===== src/rtl/gpio_defaults_sequencer.sv =====
// Power-on GPIO configuration sequencer: holds per-channel shadow words, takes run-time
// overrides, and shifts every word into the pad-ring chain before pulsing its load strobe.
// Optional chain-tail readback checking is enabled with `define GPIO_DEFAULTS_READBACK_EN.
module gpio_defaults_sequencer #(
    parameter int NUM_CHANNELS = 19,
    parameter int CONFIG_WIDTH = 10,
    parameter logic [NUM_CHANNELS*CONFIG_WIDTH-1:0] CONFIG_INIT = {NUM_CHANNELS{10'h007}},
    parameter int CLK_DIV = 2
) (
    input  logic                                   wb_clk_i,
    input  logic                                   wb_rst_i,
    input  logic                                   start_i,
    input  logic                                   ovr_valid_i,
    output logic                                   ovr_ready_o,
    input  logic [$clog2(NUM_CHANNELS):0]          ovr_chan_i,
    input  logic [CONFIG_WIDTH-1:0]                ovr_data_i,
    output logic                                   busy_o,
    output logic                                   done_o,
    output logic                                   serial_clock_o,
    output logic                                   serial_data_o,
    output logic                                   serial_load_o,
`ifdef GPIO_DEFAULTS_READBACK_EN
    input  logic                                   serial_data_i,
    output logic                                   readback_err_o,
`endif
    output logic [NUM_CHANNELS*CONFIG_WIDTH-1:0]   gpio_defaults_o
);

    localparam int TOTAL_BITS = NUM_CHANNELS * CONFIG_WIDTH;
    localparam int CHAN_W     = $clog2(NUM_CHANNELS) + 1;
    localparam int BIT_W      = (TOTAL_BITS > 1) ? $clog2(TOTAL_BITS) : 1;
    localparam int DIV_W      = (CLK_DIV > 1) ? $clog2(CLK_DIV) : 1;
    localparam logic [BIT_W-1:0] LAST_BIT = BIT_W'(TOTAL_BITS - 1);
    localparam logic [DIV_W-1:0] DIV_LAST = DIV_W'(CLK_DIV - 1);

    typedef enum logic [2:0] {
        ST_IDLE     = 3'd0,
        ST_SHIFT_LO = 3'd1,
        ST_SHIFT_HI = 3'd2,
        ST_LOAD_GAP = 3'd3,
        ST_LOAD     = 3'd4,
        ST_DONE     = 3'd5
    } state_t;

    // Bit idx of the stream: flattened MSB is channel N-1's MSB, so stream order is top-down.
    function automatic logic stream_bit(input logic [TOTAL_BITS-1:0] word,
                                        input logic [BIT_W-1:0]      idx);
        stream_bit = word[LAST_BIT - idx];
    endfunction

    state_t                  state_r;
    state_t                  state_next_s;
    logic [DIV_W-1:0]        div_r;
    logic [DIV_W-1:0]        div_next_s;
    logic [BIT_W-1:0]        bit_r;
    logic [BIT_W-1:0]        bit_next_s;
    logic                    pending_r;
    logic                    start_seq_s;
    logic [TOTAL_BITS-1:0]   shadow_r;
    logic [TOTAL_BITS-1:0]   shadow_next_s;
    logic [TOTAL_BITS-1:0]   snap_r;
    logic [TOTAL_BITS-1:0]   snap_src_s;
    logic                    ovr_fire_s;
    logic                    div_end_s;
    logic                    last_bit_s;

    logic busy_r, done_r, sclk_r, sdata_r, sload_r, ready_r;
    logic busy_next_s, done_next_s, sclk_next_s, sdata_next_s, sload_next_s, ready_next_s;

    assign ovr_fire_s = ovr_valid_i && ready_r;
    assign div_end_s  = (div_r == DIV_LAST);
    assign last_bit_s = (bit_r == LAST_BIT);
    assign snap_src_s = start_seq_s ? shadow_next_s : snap_r;

    // Apply an accepted override; out-of-range channels match no slot and are dropped.
    always_comb begin
        shadow_next_s = shadow_r;
        for (int c = 0; c < NUM_CHANNELS; c++) begin
            shadow_next_s[c*CONFIG_WIDTH +: CONFIG_WIDTH] =
                (ovr_fire_s && (ovr_chan_i == CHAN_W'(c))) ? ovr_data_i
                                                           : shadow_r[c*CONFIG_WIDTH +: CONFIG_WIDTH];
        end
    end

    // Next-state, counter and registered-output next values.
    always_comb begin
        state_next_s = state_r;
        div_next_s   = div_r + DIV_W'(1);
        bit_next_s   = bit_r;
        start_seq_s  = 1'b0;
        case (state_r)
            ST_IDLE: begin
                div_next_s = '0;
                bit_next_s = '0;
                if (start_i || pending_r) begin
                    state_next_s = ST_SHIFT_LO;
                    start_seq_s  = 1'b1;
                end else begin
                    state_next_s = ST_IDLE;
                end
            end
            ST_SHIFT_LO: begin
                if (div_end_s) begin
                    state_next_s = ST_SHIFT_HI;
                    div_next_s   = '0;
                end else begin
                    state_next_s = ST_SHIFT_LO;
                end
            end
            ST_SHIFT_HI: begin
                if (div_end_s) begin
                    div_next_s = '0;
                    if (last_bit_s) begin
                        state_next_s = ST_LOAD_GAP;
                        bit_next_s   = '0;
                    end else begin
                        state_next_s = ST_SHIFT_LO;
                        bit_next_s   = bit_r + BIT_W'(1);
                    end
                end else begin
                    state_next_s = ST_SHIFT_HI;
                end
            end
            ST_LOAD_GAP: begin
                if (div_end_s) begin
                    state_next_s = ST_LOAD;
                    div_next_s   = '0;
                end else begin
                    state_next_s = ST_LOAD_GAP;
                end
            end
            ST_LOAD: begin
                if (div_end_s) begin
                    state_next_s = ST_DONE;
                    div_next_s   = '0;
                end else begin
                    state_next_s = ST_LOAD;
                end
            end
            ST_DONE: begin
                state_next_s = ST_IDLE;
                div_next_s   = '0;
            end
            default: begin
                state_next_s = ST_IDLE;
                div_next_s   = '0;
                bit_next_s   = '0;
            end
        endcase

        // Outputs are registered from the next state so they line up with the state register.
        busy_next_s  = (state_next_s != ST_IDLE);
        ready_next_s = (state_next_s == ST_IDLE);
        done_next_s  = (state_next_s == ST_DONE);
        sclk_next_s  = (state_next_s == ST_SHIFT_HI);
        sload_next_s = (state_next_s == ST_LOAD);
        if ((state_next_s == ST_SHIFT_LO) || (state_next_s == ST_SHIFT_HI)) begin
            sdata_next_s = stream_bit(snap_src_s, bit_next_s);
        end else begin
            sdata_next_s = 1'b0;
        end
    end

    // State, counters, shadow/snapshot storage and registered outputs.
    always_ff @(posedge wb_clk_i or posedge wb_rst_i) begin
        if (wb_rst_i) begin
            state_r   <= ST_IDLE;
            div_r     <= '0;
            bit_r     <= '0;
            pending_r <= 1'b1;
            shadow_r  <= CONFIG_INIT;
            snap_r    <= CONFIG_INIT;
            busy_r    <= 1'b0;
            done_r    <= 1'b0;
            sclk_r    <= 1'b0;
            sdata_r   <= 1'b0;
            sload_r   <= 1'b0;
            ready_r   <= 1'b0;
        end else begin
            state_r   <= state_next_s;
            div_r     <= div_next_s;
            bit_r     <= bit_next_s;
            pending_r <= pending_r && !start_seq_s;
            shadow_r  <= shadow_next_s;
            snap_r    <= snap_src_s;
            busy_r    <= busy_next_s;
            done_r    <= done_next_s;
            sclk_r    <= sclk_next_s;
            sdata_r   <= sdata_next_s;
            sload_r   <= sload_next_s;
            ready_r   <= ready_next_s;
        end
    end

    assign busy_o          = busy_r;
    assign done_o          = done_r;
    assign serial_clock_o  = sclk_r;
    assign serial_data_o   = sdata_r;
    assign serial_load_o   = sload_r;
    assign ovr_ready_o     = ready_r;
    assign gpio_defaults_o = shadow_r;

`ifdef GPIO_DEFAULTS_READBACK_EN
    // The chain tail presents the previous sequence's bit k just before the k-th rising clock.
    logic [TOTAL_BITS-1:0] prev_snap_r;
    logic                  have_prev_r;
    logic                  rb_err_r;
    logic                  rb_sample_s;

    assign rb_sample_s = have_prev_r && (state_r == ST_SHIFT_LO) && (state_next_s == ST_SHIFT_HI);

    // Readback history and sticky mismatch flag.
    always_ff @(posedge wb_clk_i or posedge wb_rst_i) begin
        if (wb_rst_i) begin
            prev_snap_r <= '0;
            have_prev_r <= 1'b0;
            rb_err_r    <= 1'b0;
        end else begin
            if (state_r == ST_DONE) begin
                prev_snap_r <= snap_r;
                have_prev_r <= 1'b1;
            end else begin
                prev_snap_r <= prev_snap_r;
                have_prev_r <= have_prev_r;
            end
            if (rb_sample_s && (serial_data_i != stream_bit(prev_snap_r, bit_r))) begin
                rb_err_r <= 1'b1;
            end else begin
                rb_err_r <= rb_err_r;
            end
        end
    end

    assign readback_err_o = rb_err_r;
`endif

endmodule

===== config.mk =====
export PLATFORM = sky130hd
export DESIGN_NAME = gpio_defaults_sequencer
export DESIGN_NICKNAME = d
export VERILOG_FILES = /design/src/rtl/gpio_defaults_sequencer.sv
export SDC_FILE = /design/constraint.sdc
export NUM_CORES = 1
export LEC_CHECK = 0
export CAP_MARGIN = 20
export CORE_ASPECT_RATIO = 1.25
export CORE_UTILIZATION = 49
export CTS_CLUSTER_SIZE = 14
export DETAILED_ROUTE_END_ITERATION = 10
export DONT_BUFFER_PORTS = 1
export PLACE_DENSITY = 0.71
export SYNTH_ARGS = -nofsm -noshare
export SYNTH_HDL_FRONTEND = slang
export SYNTH_SLANG_ARGS = --single-unit

===== constraint.sdc =====
create_clock -name wb_clk_i -period 22.4 [get_ports wb_clk_i]
set_input_delay 6.72 -clock wb_clk_i [delete_from_list [all_inputs] [get_ports wb_clk_i]]
set_output_delay 6.72 -clock wb_clk_i [all_outputs]
set_load 0.005 [all_outputs]

Word-level counts from Yosys, hierarchy flattened

Index checks and enable logic that the tools add are counted.

Add/subtract/negate cells: 3
Order comparisons: 1
Equality and inequality tests: 28
Mux-type cells: 37
Reductions and logical operators: 30

Operator list:

| cell                                                                         | number |
|---|---|
| 10-bit two-way mux                                                           | 19 |
| 190-bit two-way mux                                                          | 1 |
| 6-bit by 4-bit == test with 1-bit output, second input constant              | 8 |
| 6-bit by 3-bit == test with 1-bit output, second input constant              | 4 |
| 1-bit logical AND                                                            | 21 |
| 6-bit by 5-bit == test with 1-bit output, second input constant              | 3 |
| 8-bit two-way mux                                                            | 2 |
| 8-bit one-hot mux with 2 select lines                                        | 1 |
| 3-bit one-hot mux with 5 select lines                                        | 1 |
| 3-bit == test, second input constant                                         | 4 |
| 6-bit by 2-bit == test with 1-bit output, second input constant              | 2 |
| 3-bit by 2-bit == test with 1-bit output, second input constant              | 3 |
| 8-bit by 9-bit less-than comparator with 1-bit output, second input constant | 1 |
| 8-bit by 1-bit adder with 8-bit output, second input constant                | 1 |
| 1-bit binary-select mux with 8-bit select                                    | 1 |
| 8-bit == test, second input constant                                         | 1 |
| 1-bit two-way mux                                                            | 8 |
| 4-bit OR reduction                                                           | 2 |
| 8-bit subtractor, first input constant                                       | 1 |
| 3-bit by 1-bit == test with 1-bit output, second input constant              | 2 |
| 6-bit by 1-bit == test with 1-bit output, second input constant              | 1 |
| 3-bit logical NOT                                                            | 2 |
| 6-bit logical NOT                                                            | 1 |
| 3-bit two-way mux                                                            | 2 |
| 5 further kinds                                                              | 7 |

Register bits after elaboration: 399
Input bits: 20
Output and inout bits: 196
Word-level logic and storage cells: 111

Depth between registers and ports, before layout

Gate-level depths: netlist of the first run.

Depth in word-level cells: 8
Gate-level depth with buffers: 18
Mapped depth without buffers: 15

Worst setup path after synthesis of the first run

No wires, ideal clock.

Path type: in2reg
Start point: in start_i
End point: reg sdata_r, in the netlist serial_data_o
Library setup time: 96 ps
Arrival: 8,942 ps
Required time: 22,304 ps
Setup slack: 13,362 ps
Stages on the path: 11
Buffers on the path: 4
Cell sequence: or2_2 clkbuf_1 and2_1 buf_2 buf_1 buf_2 a2111o_1 o22a_1 a221oi_2 a211oi_1 nor4_2

Longest elaborated chain between the ends: 7
Elaborated cells on any way between the ends: 12
Those cells by class: 2 x eq/ne; 8 x mux; 2 x reduce/logical

RTL lines:

| what                                      | line | source |
|---|---|---|
| from (decl)                               | 12   | `input logic start_i,` |
| 1-bit logical OR (*)                      | 95   | `if (start_i \|\| pending_r) begin` |
| 1-bit two-way mux                         | 95   |  |
| 1-bit two-way mux                         | 91   | `case (state_r)` |
| 190-bit two-way mux                       | 73   | `assign snap_src_s = start_seq_s ? shadow_next_s : snap_r;` |
| 1-bit binary-select mux with 8-bit select | 48   | `stream_bit = word[LAST_BIT - idx];` |
| 1-bit two-way mux (not written as such)   | 48   |  |
| 1-bit two-way mux (*)                     | 157  | `if ((state_next_s == ST_SHIFT_LO) \|\| (state_next_s == ST_SHIFT_HI)) begin` |
| named net sdata_next_s                    | 68   | `logic busy_next_s, done_next_s, sclk_next_s, sdata_next_s, sload_next_s, ready_next_s;` |
| to (signal assigned)                      | 189  | `sdata_r <= sdata_next_s;` |
| to (decl)                                 | 67   | `logic busy_r, done_r, sclk_r, sdata_r, sload_r, ready_r;` |

Mark *: on every way through the listed nets, which the timed path passes. The rest lies on a longest branch. The select of a mux whose other input is x is not followed.

Worst setup path after layout of the first run

Start point: in start_i
End point: reg sdata_r, in the netlist serial_data_o

Longest elaborated chain between the ends: 7
Elaborated cells on any way between the ends: 12
Those cells by class: 2 x eq/ne; 8 x mux; 2 x reduce/logical

RTL lines:

| what                                      | line | source |
|---|---|---|
| 1-bit logical OR                          | 95   |  |
| 1-bit two-way mux                         | 95   |  |
| 1-bit two-way mux                         | 91   |  |
| 190-bit two-way mux                       | 73   |  |
| named net snap_src_s[181]                 | 62   | `logic [TOTAL_BITS-1:0] snap_src_s;` |
| 1-bit binary-select mux with 8-bit select | 48   |  |
| 1-bit two-way mux (not written as such)   | 48   |  |
| 1-bit two-way mux                         | 157  |  |
| named net sdata_next_s                    | 68   |  |

The timed path passes the listed nets, and every way through them passes these cells. The select of a mux whose other input is x is not followed.

==> impl_metrics.py, run 1 <==
metrics = {
    "sta": {
        "setup-tns-final_ns": 0,
        "fin_crit_sh_pct": 42.1,
        "setup_viol": 0,
        "hold_viol_final": 0,
        "fmax_mhz": 106,
        "rsz0062_at_grt": "false",
        "slew_headroom_pct": 23.9,
        "report.final.slew_viol_count": 0,
        "clock_skew_ns": 0.0166,
        "worst_pin_slew_ns": 1.14,
        "timing.final.crit_period_ns": 9.44,
    },
    "critical_path": {
        "worstSetupStartpointType": "primary input",
        "slowest_stage": "buf_4",
        "crit_top_cell": "a31oi_1",
        "worstPathCellList": "or2_2, and2_4, buf_4, a31oi_1, and2_1, o22ai_1, a31oi_1, a311o_1, o221ai_1, nor4_2",
        "path_delay_family": "compound AO/OA/AOI/OAI gates",
        "critical_path_class": "primary input to flip-flop",
        "worstSetupEndpointType": "flip-flop",
        "cp_num_buf_inv": 1,
        "path_max_fanout": 102,
        "cp_data_required_time_ns": 22.82,
        "crit_path_max_incr_delay_ns": 0.89,
        "worst_ep_arrival_time_ns": 9.86,
    },
    "global_route": {
        "grt_max_degree": 126,
        "grt_pass1_vias": 12904,
        "grtUsageTotal_pct": 28.7,
        "grt_pass1_wl_mm": 81.3,
        "antenna_found_initial": 0,
        "grt.overflow.total": 0,
    },
    "routing": {
        "ant_nets": 0,
        "wl_per_cell_um": 25.4,
        "wl_mm": 53.5,
        "via_per_inst": 6.11,
        "drcViolationCount": 0,
        "dr.pass1.iters": 6,
        "num_vias": 12865,
        "dr.first_iter.drc_count": 1291,
    },
    "run_status": {
        "status": "finished clean",
    },
    "clocking": {
        "cts_tree": "yes",
        "clock_latency_ns": 0.55,
        "cts.hold.buffers_added": 0,
        "path_clk_slew_ns": 0.07,
        "cts.repair.resized": 0,
        "post_cts_buffers": 0,
        "cts-htree-levels": 2,
        "cts_root_buf": "clkbuf_16",
        "clock_sink_count": 399,
        "cts_inserted_buffers": 39,
        "cts_buffer_depth": 3,
    },
    "logic_synthesis": {
        "synthSimpleGateAreaFrac_pct": 13.4,
        "yosys_most_used_dff": "dfrtp_1",
        "synthXorXnorAreaFrac_pct": 0.580,
        "yosysSeqAreaShare_pct": 56.6,
        "synth-edff-count": 0,
        "synth_top_family_by_area": "multiplexers",
        "synth_area_um2": 17900,
        "ys_ff_latch": 399,
        "synth_compound_area_share_pct": 11.4,
        "synthMuxAreaShare_pct": 14.0,
        "yosysWarnings": 0,
        "synth_fp_nets": 1668,
        "synthArstFlopShare_pct": 100,
        "synth_cells": 1645,
        "yosysUniqueCellTypes": 83,
        "synth_fa_ha_area_share_pct": 0.210,
        "post_synth.cell_area_avg_um2": 10.9,
    },
    "power": {
        "p_int_uw": 1150,
        "power_frac_comb_pct": 1.2,
        "p_leak_uw": 0.00958,
        "switching_share_pct": 20.7,
        "pwr-share-seq_pct": 49.9,
        "power.density_nw_per_um2": 73.5,
        "p_switching_uw": 299,
        "ir_worst_vdd_v": 0.0000455,
        "p_clk_share_pct": 48.9,
    },
    "final_layout": {
        "drive_above_1_share_pct": 25.5,
        "num-fill-cells": 3034,
        "utilization_pct": 55.2,
        "diodes": 0,
        "finish.net_count": 1622,
        "syn2layout_area_growth_pct": 9.90,
    },
    "placed_design": {
        "io_buffers": 0,
        "dpl.hpwl_mm": 34.7,
        "gp_congestion": 0.901,
    },
    "floorplan": {
        "die-area_um2": 37300,
        "ios": 216,
        "die_x_um": 173,
        "rows": 77,
        "core_area_um2": 35600,
        "die_y_um": 216,
        "initial_core_util_pct": 50.2,
    },
    "worst_hold_path": {
        "hold_class": "flip-flop to flip-flop",
    },
    "run": {
        "maxCapViolCount": 0,
    },
}
[cell usage after synthesis (5+ instances only)]
cell	count	area (um^2)
a211oi_1	19	143
a2bb2oi_1	7	61.3
inv_1	53	199
nor2b_1	5	31.3
o21ba_2	9	90.1
a211o_1	5	43.8
a21oi_1	52	260
o31ai_1	5	37.5
o21a_1	5	37.5
clkbuf_1	64	240
a2111oi_0	5	43.8
buf_2	31	155
and2_1	9	56.3
o2111ai_1	7	61.3
buf_1	14	52.6
a32oi_1	7	61.3
o21ai_0	74	370
mux2i_1	55	551
and3_1	10	62.6
xnor2_1	6	52.6
dfrtp_1	284	7110
mux2_2	173	1950
a22oi_1	8	60.1
nor3_1	12	60.1
nor2_1	290	1090
o211ai_1	20	150
dfstp_2	115	3020
nand3_1	31	155
nand2_1	132	495
o22ai_1	7	43.8
nand4_1	10	62.6
a31oi_1	24	150
[area by class of cell]
class                      instances  area (um^2)  share of cell area [%]
inverter                          56          218                    1.11
sequential                       399        10100                    51.5
tap                              474          593                    3.01
clock buffer                      55         1130                    5.73
clock inverter                    17          258                    1.31
multi-input combinational       1078         7130                    36.2
timing repair buffer              25          228                    1.16
[state kept, by name (all words and copies together) (netlist names), 3 cells and up]
signal / count
gpio_defaults_o: 190
snap_r: 190
bit_r: 8
state_r: 3
[power groups by stage]
stage	logic, uW	clock network, uW	registers [uW]
detailed placement	17.2	0	734
finish	17.6	707	722
global placement	17.0	0	734
CTS	17.2	717	722
floorplan	15.7	0	734
global route	20.5	742	721
[worst register-to-register path, cell delays in order, from the launching register on]
cell,delay [ns]
dfrtp_1,0.55
ha_1,0.23
and4b_1,0.42
a211oi_1,0.23
nor2_1,0.77
inv_2,0.32
ha_1,0.40
clkinv_1,0.29
nand3_1,0.67
a2111oi_0,0.17
a2111o_1,0.41
o22a_1,0.20
a221oi_2,0.36
a211oi_1,0.11
nor4_2,0.29
[path summary, 6_finish.rpt]
kind	startpoint	to	slack, ns	depth (start not counted)
max in group asynchronous	wb_rst_i	snap_r[116]	14.03	5
max reg2reg	bit_r[0]	serial_data_o	16.88	14
min in group asynchronous	wb_rst_i	snap_r[5]	6.15	1
max	start_i	serial_data_o	12.96	10
min	snap_r[101]	snap_r[101]	0.47	2
min reg2reg	snap_r[101]	snap_r[101]	0.47	2
[placed cells by master, fill, tap and decap left out, drive strengths merged, types with 10 or more instances in the layout]
master | Yosys | routed
mux2i | 55 | 55
inv | 55 | 56
nand2 | 135 | 135
nor2 | 291 | 291
nor3 | 12 | 12
a21oi | 52 | 52
o21ai | 77 | 77
dfstp | 115 | 115
mux2 | 173 | 173
nand4 | 10 | 10
dfrtp | 284 | 284
a211oi | 20 | 20
and3 | 10 | 10
o211ai | 21 | 21
clkbuf | 64 | 55
buf | 48 | 25
nand3 | 31 | 31
a31oi | 24 | 24
[cells by family (layout without fill, tap and decap cells)]
logic type,Yosys count,after routing
mux,228,228
simple gates,538,538
compound gates,298,298
flops,399,399
fa+ha+maj,3,3
buf+inv,168,153
xor+xnor,11,11
[stage by stage]
step	instance area [um^2]	total power, uW	setup WS [ns]	cells	hold slack, ns
final	19700	1450	12.96	2104	0.475
after global routing	19700	1480	12.78	2104	0.490
after CTS	19600	1460	12.98	2101	0.470
after detailed placement	18200	751	12.40	2029	0.459
after global placement	18200	751	12.42	2029	0.449
after floorplan	17900	750	4.77	1645	0.434
[per-layer routing]
| metal | global-route usage [%] | up-vias | wire length (um) |
|---|---|---|---|
| met5 | 0 | - | 0 |
| met4 | 10.7 | 0 | 1750 |
| met3 | 8.26 | 106 | 5090 |
| met2 | 46.5 | 574 | 25500 |
| met1 | 36.6 | 6569 | 21100 |
| li1 | - | 5616 | - |
(Power assumes the default switching activity.)
==> run 2, diff against run 1 <==
--- a/config.mk
+++ b/config.mk
@@ -11,7 +11,7 @@
 export CTS_CLUSTER_SIZE = 14
 export DETAILED_ROUTE_END_ITERATION = 10
 export DONT_BUFFER_PORTS = 1
-export PLACE_DENSITY = 0.71
+export PLACE_DENSITY = 0.73
 export SYNTH_ARGS = -nofsm -noshare
 export SYNTH_HDL_FRONTEND = slang
 export SYNTH_SLANG_ARGS = --single-unit
==> constraint.sdc (replaced) <==
create_clock -name wb_clk_i -period 8 [get_ports wb_clk_i]
set_input_delay 2.4 -clock wb_clk_i [delete_from_list [all_inputs] [get_ports wb_clk_i]]
set_output_delay 2.4 -clock wb_clk_i [all_outputs]
set_load 0.005 [all_outputs]
==> run 2 against run 1 <==
Effect of this change: clock power grew to 2.7 times the previous value; utilization shrank 0.15 points; sequential cell count is the same; cell count grew 0.24%; via count grew 1.2%; non-clock buffer count grew 1; count of clock-buffer cells in the layout grew 4; design area shrank 0.27%; hold slack lost 0.014 ns; critical path type is now flip-flop to flip-flop; largest power group unchanged.
==> impl_metrics.py, run 2 (synthesized netlist as in run 1, its figures left out) <==
metrics = {
    "sta": {
        "setup-tns-final_ns": 0,
        "hold_ws_ns": 0.461,
        "setup_viol": 0,
        "worst_pin_slew_ns": 1.05,
        "clock_skew_ns": 0.0229,
        "timing.final.crit_period_ns": 5.54,
        "report.final.slew_viol_count": 0,
        "rsz0062_at_grt": "false",
        "fmax_mhz": 181,
        "layout_setup_ws_ns": 2.46,
        "hold_viol_final": 0,
        "fin_crit_sh_pct": 69.2,
        "slew_headroom_pct": 29.8,
    },
    "critical_path": {
        "worstSetupEndpointType": "flip-flop",
        "r2r-start": "bit_r[0]",
        "crit_path_end": "serial_data_o",
        "cp_data_required_time_ns": 8.42,
        "rr_endpoint": "serial_data_o",
        "worstSetupStartpointType": "flip-flop",
        "path_max_fanout": 14,
        "critical_path_class": "flip-flop to flip-flop",
        "reg2reg_depth": 14,
        "slowest_stage": "nor2_1",
        "worst_ep_arrival_time_ns": 5.96,
        "worst-r2r-setup-slack_ns": 2.46,
        "cp_num_cells": 14,
        "critPathLaunch": "bit_r[0]",
        "worstPathCellList": "ha_1, and4b_1, a211oi_1, nor2_1, inv_2, ha_1, clkinv_1, nand3_1, nor2_1, o21ai_0, a41oi_1, a32oi_1, a211oi_1, nor4_2",
        "cp_num_buf_inv": 2,
        "path_delay_family": "simple AND/OR/NAND/NOR gates",
        "crit_path_max_incr_delay_ns": 0.77,
    },
    "clocking": {
        "clock_sink_count": 399,
        "cts_buffer_depth": 3,
        "cts_root_buf": "clkbuf_16",
        "post_cts_buffers": 0,
        "cts-htree-levels": 2,
        "clock_latency_ns": 0.55,
        "cts_tree": "yes",
        "path_clk_slew_ns": 0.06,
        "cts.repair.resized": 0,
        "cts.hold.buffers_added": 0,
        "cts_inserted_buffers": 40,
    },
    "global_route": {
        "grt_pass1_wl_mm": 82.7,
        "grt_max_degree": 166,
        "grt_pass1_vias": 13173,
        "grt.overflow.total": 0,
        "antenna_found_initial": 2,
        "grtUsageTotal_pct": 29.3,
    },
    "final_layout": {
        "syn2layout_area_growth_pct": 9.60,
        "final_cell_mix": "nor2_1, dfrtp_1, mux2_2",
        "layout_commonest_cell": "nor2_1",
        "drive_above_1_share_pct": 25.7,
        "final-instance-count-excl-fill": 2109,
        "finish.net_count": 1624,
    },
    "routing": {
        "wl_mm": 54.3,
        "wl_per_cell_um": 25.7,
        "drcViolationCount": 0,
        "num_vias": 13022,
        "ant_nets": 0,
        "via_per_inst": 6.17,
        "dr.pass1.iters": 5,
        "dr.first_iter.drc_count": 1152,
    },
    "run_status": {
        "status": "finished clean",
    },
    "power": {
        "ir_worst_vdd_v": 0.000140,
        "p_total_uw": 3980,
        "p_leak_uw": 0.00955,
        "power.density_nw_per_um2": 203,
    },
    "placed_design": {
        "place_ws_ns": 2.43,
        "gp_congestion": 0.901,
        "dpl.hpwl_mm": 35.4,
        "dp.cells": 2033,
        "io_buffers": 0,
    },
    "floorplan": {
        "die_x_um": 173,
        "rows": 77,
        "ios": 216,
        "die_y_um": 216,
        "die-area_um2": 37300,
        "initial_core_util_pct": 50.2,
        "core_area_um2": 35600,
    },
    "worst_hold_path": {
        "min_path_cells": 2,
        "hold_class": "flip-flop to flip-flop",
    },
    "run": {
        "maxCapViolCount": 0,
    },
}
-- run 2: cell types whose count changed in the layout (fill, tap and decap cells not counted), moves of 2 or more --
cell,change
bufinv_16,-4
clkbuf_8,+3
buf_12,+2
buf_16,-2
diode_2,+2
inv_6,+2
-- run 2: worst register-to-register path, delay by kind of cell (launching register included) --
family                   cells  cell delay, ns
flip-flops                   1            0.49
buffers and inverters        2            0.56
AO/OA/AOI/OAI                5            1.64
adder cells (fa/ha/maj)      2            0.78
AND/OR/NAND/NOR              5            1.98
-- run 2: power by group --
group	internal [uW]	switching, uW
Sequential	2020	0
Clock	1110	804
Combinational	6.57	40.7
-- run 2: routing by layer --
metal  GRT usage (%)  share of wire (%)  vias up
li1                -                  -     5627
met1            37.2                 40     6685
met2            46.2                 47      573
met3            8.72                8.9      137
met4            13.5                4.2        0
met5               0                  0        -
-- run 2: layout make-up --
| class | count | area (um^2) |
|---|---|---|
| Fill cell | 3053 | 16000 |
| Clock buffer | 59 | 1190 |
| Tap cell | 474 | 593 |
| Clock inverter | 15 | 148 |
| Timing Repair Buffer | 26 | 220 |
| Multi-Input combinational cell | 1078 | 7130 |
| Inverter | 56 | 214 |
| Antenna cell | 2 | 5.00 |
| Sequential cell | 399 | 10100 |
-- run 2: worst min path at each step --
stage                      startpoint     endpoint
after floorplan           snap_r[166]  snap_r[166]
after global placement    snap_r[101]  snap_r[101]
after detailed placement  snap_r[101]  snap_r[101]
after CTS                 snap_r[101]  snap_r[101]
after global routing      snap_r[101]  snap_r[101]
final                     snap_r[101]  snap_r[101]
-- run 2: stage by stage --
step | utilization [%] | cell area, um^2
after detailed placement | 51.3 | 18300
final | 55.1 | 19600
after global placement | 51.3 | 18300
after floorplan | - | 17900
after CTS | 55.1 | 19600
after global routing | 55.1 | 19600
==> run 3, diff against run 2 <==
==> constraint.sdc (replaced) <==
create_clock -name wb_clk_i -period 4.5 [get_ports wb_clk_i]
set_input_delay 1.35 -clock wb_clk_i [delete_from_list [all_inputs] [get_ports wb_clk_i]]
set_output_delay 1.35 -clock wb_clk_i [all_outputs]
set_load 0.005 [all_outputs]
==> run 3 against run 2 <==
Effect of this change: hold slack got worse by 0.0018 ns; global-route usage increased by 1.0 points; clock power increased by 86%; cell count increased by 2.4%; non-clock buffer count increased by 52; sequential cell count unchanged; register-to-register slack got worse by 2.0 ns; largest cell class unchanged.
==> impl_metrics.py, run 3 (synthesized netlist as in run 1, its figures left out) <==
metrics = {
    "sta": {
        "setup_viol": 0,
        "worst_pin_slew_ns": 0.789,
        "slew_headroom_pct": 47.3,
        "setup-tns-final_ns": 0,
        "hold_viol_final": 0,
        "timing.final.crit_period_ns": 4.09,
        "fmax_mhz": 245,
        "rsz0062_at_grt": "false",
        "fin_crit_sh_pct": 90.9,
        "clock_skew_ns": 0.0233,
        "report.final.slew_viol_count": 0,
    },
    "floorplan": {
        "die_x_um": 173,
        "ios": 216,
        "die-area_um2": 37300,
        "rows": 77,
        "initial_core_util_pct": 50.2,
        "die_y_um": 216,
        "core_area_um2": 35600,
    },
    "final_layout": {
        "final_cell_mix": "nor2_1, dfrtp_1, mux2_2",
        "syn2layout_area_growth_pct": 12.6,
        "drive_above_1_share_pct": 27.8,
        "finish.net_count": 1676,
        "layout_commonest_cell": "nor2_1",
        "num-fill-cells": 2946,
        "final_cell_area_um2": 20200,
        "diodes": 0,
    },
    "power": {
        "p_leak_uw": 0.00987,
        "ir_worst_vdd_v": 0.000248,
        "power.density_nw_per_um2": 359,
    },
    "clocking": {
        "cts.repair.resized": 0,
        "clock_latency_ns": 0.55,
        "cts_root_buf": "clkbuf_16",
        "cts-htree-levels": 2,
        "path_clk_slew_ns": 0.07,
        "cts_inserted_buffers": 40,
        "cts.hold.buffers_added": 0,
        "cts_buffer_depth": 3,
        "clock_sink_count": 399,
        "cts_tree": "yes",
        "post_cts_buffers": 0,
    },
    "routing": {
        "drcViolationCount": 0,
        "via_per_inst": 6.22,
        "num_vias": 13427,
        "wl_mm": 56.6,
        "ant_nets": 0,
        "dr.first_iter.drc_count": 1293,
        "wl_per_cell_um": 26.2,
        "dr.pass1.iters": 5,
    },
    "global_route": {
        "grt_pass1_wl_mm": 85.8,
        "grtUsageTotal_pct": 30.3,
        "grt_pass1_vias": 13704,
        "grt_max_degree": 91,
        "grt.overflow.total": 0,
        "antenna_found_initial": 1,
    },
    "placed_design": {
        "place_area_um2": 18800,
        "dpl.hpwl_mm": 37.9,
        "io_buffers": 0,
        "gp_congestion": 0.915,
    },
    "run_status": {
        "status": "finished clean",
    },
    "critical_path": {
        "path_max_fanout": 13,
        "worstSetupEndpointType": "flip-flop",
        "critical_path_class": "flip-flop to flip-flop",
        "worst_ep_arrival_time_ns": 4.49,
        "worstSetupStartpointType": "flip-flop",
        "cp_data_required_time_ns": 4.90,
        "worst-r2r-setup-slack_ns": 0.41,
    },
    "worst_hold_path": {
        "hold_class": "flip-flop to flip-flop",
    },
    "run": {
        "maxCapViolCount": 0,
    },
}
## run 3: cell count changes in the layout (fill, tap and decap cells not counted), sizes merged
cell    change
diode       -2
bufinv      +2
clkbuf      +1
clkinv      +1
inv         -4
buf        +52
## run 3: worst paths after layout
kind / startpoint / to / cells past startpoint
max in group asynchronous: wb_rst_i / snap_r[112] / 2
setup reg to reg: bit_r[0] / serial_data_o / 15
hold reg to reg: snap_r[101] / snap_r[101] / 2
setup / recovery: bit_r[0] / serial_data_o / 15
hold / removal: snap_r[101] / snap_r[101] / 2
min in group asynchronous: wb_rst_i / gpio_defaults_o[186] / 1
## run 3: area by class of cell
cell class / count / area, um^2 / area share (%)
repair buffers: 78 / 711 / 3.52
multi-input cells: 1078 / 7110 / 35.3
inverters: 56 / 214 / 1.06
well taps: 474 / 593 / 2.94
flip-flops and latches: 399 / 10100 / 50.2
clock inverters: 14 / 186 / 0.925
clock buffers: 60 / 1220 / 6.04
## run 3: through the flow
step                setup slack [ns]  cells  hold slack (ns)  total power [uW]  util (%)
floorplan                      -2.13   1645            0.434              3730         -
global placement               0.447   2085            0.447              3750      52.6
global route                   0.243   2159            0.489              7410      56.6
detailed placement             0.461   2085            0.449              3750      52.6
CTS                            0.491   2159            0.458              7270      56.6
finish                         0.411   2159            0.459              7240      56.6
## run 3: worst max-delay path, stage by stage, from the launching register on
cell and delay [ns]:
dfrtp_1 0.49, ha_1 0.25, and4b_1 0.30, a211oi_1 0.48, nor2_1 0.13, inv_2 0.08
ha_1 0.24, buf_4 0.21, o21ai_1 0.19, buf_12 0.20, a31oi_1 0.07, a211oi_1 0.43
o21ai_0 0.17, and3_1 0.20, a211oi_1 0.40, nor4_2 0.10
## run 3: layer usage
| layer | global-route usage (%) | vias up | wire (um) |
|---|---|---|---|
| met5 | 0 | - | 19 |
| met4 | 14.0 | 2 | 2620 |
| met3 | 8.49 | 165 | 5190 |
| met2 | 48.6 | 683 | 26600 |
| met1 | 38.1 | 6832 | 22200 |
| li1 | - | 5745 | - |
## run 3: power by group
group | internal (uW) | switching (uW) | leakage (uW) | total [uW]
combinational | 17.7 | 76.1 | 0.00405 | 93.8
clock | 2110 | 1440 | 0.000690 | 3550
sequential | 3590 | 0 | 0.00513 | 3590
total | 5720 | 1520 | 0.00987 | 7240
